### src/rtl/video_src_switch_ctrl.sv
// Glitch-free video source switch between a test-pattern generator (s0) and a live sensor (s1).
// Switches land on frame starts only; a silent sensor forces a blanked fallback to s0.
module video_src_switch_ctrl #(
    parameter logic [23:0] LOSS_CYC = 24'd1500000
) (
    input  logic        clk,
    input  logic        rst_n_i,
    input  logic [23:0] s0_rgb,
    input  logic        s0_de,
    input  logic        s0_hsync,
    input  logic        s0_vsync,
    input  logic [23:0] s1_rgb,
    input  logic        s1_de,
    input  logic        s1_hsync,
    input  logic        s1_vsync,
    input  logic        sel_valid,
    input  logic        sel_src,
    output logic        sel_ready,
    output logic        sel_ack,
    output logic        sel_nack,
    output logic [23:0] rgb,
    output logic        de,
    output logic        hsync,
    output logic        vsync,
    output logic        active_src,
    output logic        src1_lost
);

    typedef enum logic [1:0] {RUN, PEND, FALLBACK} state_t;
    typedef enum logic [1:0] {PICK_S0, PICK_S1, PICK_BLANK} pick_t;

    state_t      state;
    pick_t       pick;
    logic        target;
    logic [23:0] wait_cnt;
    logic [23:0] loss_cnt;
    logic        s0_vs_q;
    logic        s1_vs_q;
    logic        s0_fs;
    logic        s1_fs;
    logic        tgt_fs;
    logic        wait_done;
    logic        loss_done;

    function automatic logic [23:0] sat_inc(input logic [23:0] v);
        return (v == LOSS_CYC) ? v : v + 24'd1;
    endfunction

    assign s0_fs     = ~s0_vsync & s0_vs_q;
    assign s1_fs     = ~s1_vsync & s1_vs_q;
    assign tgt_fs    = target ? s1_fs : s0_fs;
    assign wait_done = (sat_inc(wait_cnt) == LOSS_CYC);
    // A frame start in the terminal cycle resets the count, so it never counts as a loss.
    assign loss_done = (state == RUN) && active_src && !s1_fs
                       && (sat_inc(loss_cnt) == LOSS_CYC);
    assign sel_ready = (state == RUN);

    always_comb begin
        pick = active_src ? PICK_S1 : PICK_S0;
        case (state)
            PEND: begin
                if (tgt_fs) pick = target ? PICK_S1 : PICK_S0;
            end
            FALLBACK: begin
                pick = s0_fs ? PICK_S0 : PICK_BLANK;
            end
            default: ;
        endcase
    end

    always_ff @(posedge clk or negedge rst_n_i) begin
        if (!rst_n_i) begin
            state      <= RUN;
            target     <= 1'b0;
            active_src <= 1'b0;
            sel_ack    <= 1'b0;
            sel_nack   <= 1'b0;
            src1_lost  <= 1'b0;
            wait_cnt   <= 24'd0;
            loss_cnt   <= 24'd0;
            s0_vs_q    <= 1'b1;
            s1_vs_q    <= 1'b1;
        end else begin
            s0_vs_q  <= s0_vsync;
            s1_vs_q  <= s1_vsync;
            sel_ack  <= 1'b0;
            sel_nack <= 1'b0;

            if (s1_fs)
                loss_cnt <= 24'd0;
            else if (state == RUN && active_src)
                loss_cnt <= sat_inc(loss_cnt);

            case (state)
                RUN: begin
                    if (loss_done) begin
                        src1_lost <= 1'b1;
                        state     <= FALLBACK;
                    end else if (sel_valid) begin
                        if (sel_src == active_src) begin
                            sel_ack <= 1'b1;
                        end else begin
                            target   <= sel_src;
                            wait_cnt <= 24'd0;
                            state    <= PEND;
                        end
                    end
                end
                PEND: begin
                    if (tgt_fs) begin
                        active_src <= target;
                        sel_ack    <= 1'b1;
                        if (target) src1_lost <= 1'b0;
                        state      <= RUN;
                    end else begin
                        wait_cnt <= sat_inc(wait_cnt);
                        if (wait_done) begin
                            sel_nack <= 1'b1;
                            if (target) src1_lost <= 1'b1;
                            state    <= RUN;
                        end
                    end
                end
                FALLBACK: begin
                    if (s0_fs) begin
                        active_src <= 1'b0;
                        state      <= RUN;
                    end
                end
                default: state <= RUN;
            endcase
        end
    end

    // Output stage: one register for all four fields so a line is never torn.
    always_ff @(posedge clk or negedge rst_n_i) begin
        if (!rst_n_i) begin
            rgb   <= 24'd0;
            de    <= 1'b0;
            hsync <= 1'b1;
            vsync <= 1'b1;
        end else begin
            case (pick)
                PICK_S0: begin
                    rgb   <= s0_rgb;
                    de    <= s0_de;
                    hsync <= s0_hsync;
                    vsync <= s0_vsync;
                end
                PICK_S1: begin
                    rgb   <= s1_rgb;
                    de    <= s1_de;
                    hsync <= s1_hsync;
                    vsync <= s1_vsync;
                end
                default: begin
                    rgb   <= 24'd0;
                    de    <= 1'b0;
                    hsync <= 1'b1;
                    vsync <= 1'b1;
                end
            endcase
        end
    end

endmodule

### config.mk
export PLATFORM = sky130hd
export DESIGN_NAME = video_src_switch_ctrl
export DESIGN_NICKNAME = d
export VERILOG_FILES = /design/src/rtl/video_src_switch_ctrl.sv
export SDC_FILE = /design/constraint.sdc
export NUM_CORES = 1
export LEC_CHECK = 0
export ABC_AREA = 1
export BUFFER_PORTS_ARGS = -buffer_cell sky130_fd_sc_hd__clkbuf_2
export CAP_MARGIN = 20
export CORE_ASPECT_RATIO = 2
export CORE_MARGIN = 8
export CORE_UTILIZATION = 58
export CTS_CLUSTER_DIAMETER = 40
export CTS_CLUSTER_SIZE = 25
export DETAILED_ROUTE_END_ITERATION = 16
export PLACE_DENSITY = 0.82
export SLEW_MARGIN = 20
export SYNTH_ARGS = -nofsm -noshare
export SYNTH_HDL_FRONTEND = slang
export SYNTH_SLANG_ARGS = --single-unit
### constraint.sdc
create_clock -name clk -period 2.6 [get_ports clk]
set_input_delay 0.65 -clock clk [delete_from_list [all_inputs] [get_ports clk]]
set_output_delay 0.65 -clock clk [all_outputs]
set_load 0.005 [all_outputs]
==> flow_summary.toml <==
[layout]
num_antenna_cells = 0
synthToLayoutAreaGrowth_pct = 19.09
multi_input_area_um2 = 3022
drive_gt1_share_pct = 18.00
instances_no_fill = 1078
stdcell_area_um2 = 6698
seq_area_um2 = 2112
final_nets = 1032
fillers = 833

[die]
die_w_um = 85.63
io_pins = 90
core_um2 = 9572
die_y_um = 155.3
row_count = 51
start_util_pct = 58.76
dieArea_um2 = 13290

[placement]
dpl.hpwl_mm = 13.66
dp.cells = 1062
place_area_um2 = 6331
pre_cts_ws_ps = 87.45
portBuffers = 89
place_congestion = 1.002

[synthesis]
synth_edf_count = 0
ys_top_cells_by_count = "nand2_1, nor2_1, inv_1"
async_flop_share_pct = 100.0
ys.warnings.count = 0
ys_types = 34
dominantRegCellSynth = "dfrtp_1"
postSynthAreaPerCell_um2 = 6.532
synth_cells = 861
synth_nets = 926
yosys_register_bits = 84
synth_most_common_cell = "nand2_1"
synth_area_um2 = 5624
seq_area_frac_synth_pct = 37.46
synth_top_area_share_pct = 35.60
synthTopCellsByArea = "dfrtp_1, nand2_1, nor2_1"
synth.largest_area_cell = "dfrtp_1"

[critical_path]
crit_path_top_delay_cell = "dfrtp_2"
arrival_ps = 2650
cpMostUsedCell = "nand2_1"
setup.worst_path.start_class = "register"
cp.required_ps = 2840
crit_family = "simple AND/OR/NAND/NOR gates"
cp_cell_sequence = "buf_4, inv_1, ha_1, nand2_1, nor2_1, nand3_1, a21oi_2, nand4_1, nor2_1, nand2_1, nand3_1, inv_1, nor2_4, nand2_1, nand2_1, nand2_1"
crit_fanout = 4
crit_start = "wait_cnt[0]"
path_depth = 16
end_kind = "register"
path_buf_inv = 3
timing.critical_path.slowest_cell_delay_ps = 450
rr_worst_depth = 16
crit_end = "state[0]"
critPathKind = "register to register"
worstReg2RegStart = "wait_cnt[0]"
r2r_end = "state[0]"
r2r_slack_ps = 180

[global_route]
grt_max_degree = 50
track_usage_pct = 27.22
grt_pass1_wl_mm = 28.73
antenna_found_initial = 0
grtUsageMet2_pct = 41.93
use_met1_pct = 34.42
top_usage_layer = "met2"
met3_usage_pct = 6.815
overflow = 0
grt_pass1_vias = 6021

[power]
leakage_nw = 3.087
power.density_nw_per_um2 = 751.1
peakVddDrop_v = 0.0005812

[clock_network]
root_buffer = "clkbuf_16"
postCtsHoldBufs = 0
numCtsBuffers = 9
clkTransAtPathRegs_ps = 70
htreeDepth = 3
cts_sinks = 84
cts_buffer_depth = 2
insertion_delay_ps = 350
tritoncts = "done"

[timing]
finalCritPeriodShare_pct = 92.92
fmax_ghz = 0.4139
slew_viol_final = 0
slew-limit-headroom_pct = 64.76
tightestPinTransition_ps = 527.1
setup_violations = 0
fin_worst_skew_ps = 7.745
min_period_ps = 2416
hold_violations = 0
worst_hold_slack_ps = 250.4
worst_slack_ps = 184.2

[routing]
via_per_inst = 5.656
vias = 6097
wl_per_cell_um = 16.10
drtPass1Iterations = 5
ant_nets = 0
totalWireLength_mm = 17.36
drtIter0Drc = 551
drc = 0

[min_path]
hold_path_class = "input pin to async pin"

[status]
outcome = "finished, final reports clean"

[job]
maxCapViolCount = 0
==> how the worst min path moves through the flow <==
stage	from	endpoint	slack, ps	cells past startpoint
2_1_floorplan	rst_n_i	active_src	350	0
3_3_place_gp	src1_lost	src1_lost	460	2
3_5_place_dp	src1_lost	src1_lost	470	2
4_1_cts	rst_n_i	rgb[10]	260	1
5_1_grt	rst_n_i	loss_cnt[2]	290	1
6_report	rst_n_i	loss_cnt[2]	250	1
==> report_power, final <==
group | leakage (nW) | switching, mW | total (mW) | internal, mW
combinational | 1.85 | 1.28 | 1.98 | 0.698
clock | 0.143 | 0.583 | 1.28 | 0.694
sequential | 1.09 | 0.165 | 1.78 | 1.61
==> kinds of logic after synthesis <==
family | after synthesis | share of synthesized area [%]
and+or+nand+nor | 518 | 39.24
adders and majority gates | 7 | 1.557
DFF | 84 | 37.46
buffers and inverters | 144 | 9.989
xor gates and xnor gates | 14 | 2.180
AOI/OAI and AO/OA | 94 | 9.566
==> per-layer routing <==
metal,vias up,part of all wire [%]
li1,2956,-
met1,2758,42
met2,332,45
met3,51,9.5
met4,0,3.5
met5,-,0
==> state kept, by name, indices dropped and copies added (netlist names) <==
register	flops
hsync	1
src1_lost	1
loss_cnt	24
s0_vs_q	1
target	1
state	2
s1_vs_q	1
sel_nack	1
vsync	1
de	1
active_src	1
rgb	24
wait_cnt	24
sel_ack	1
==> through the flow <==
| step | util (%) | TNS [ps] | power (mW) |
|---|---|---|---|
| finish | 69.97 | 0 | 5.030 |
| detailed placement | 66.14 | 0 | 3.722 |
| global route | 69.97 | -12.42 | 5.359 |
| floorplan | - | 0 | 2.903 |
| global placement | 66.14 | 0 | 3.681 |
| CTS | 69.23 | 0 | 5.005 |
==> worst reg2reg max path: cells and delay by family (launching register included) <==
kind	cells	cell delay (ps)
simple gates	11	1040
flops	1	450
buf+inv	3	370
compound gates	1	230
fa+ha+maj	1	200
==> area by class of cell <==
cell class,instances,share of cell area (%)
clock buffers,10,3.568
clock inverters,6,0.8407
inverters,124,6.987
multi-input cells,633,45.11
flip-flops and latches,84,31.53
well taps,106,1.980
repair buffers,115,9.976
==> layout by cell type (no fill, tap or decap), drive strengths merged <==
cell type  Yosys  routed
dfstp          4       4
xnor2          1       1
nor2         143     143
a21oi          7       7
o31ai          1       1
and2           1       1
buf            5      27
nor4           1       1
o211ai         1       1
ha             7       7
xor2          13      13
nand2        243     243
nor3           8       8
clkbuf        15      98
nand3b         1       1
o21bai         2       2
o22ai         22      22
inv          124     127
clkinv         0       2
nand4         24      24
dfrtp         80      80
clkinvlp       0       1
o21ai         61      61
nand3         97      97
==> repair_timing <==
item	4_1_cts	5_1_grt
hold endpoints to repair	0	0
endpoints found under the setup margin	0	29
resized for setup	0	19
setup buffers	0	0
Power figures use the tool's default switching activity.
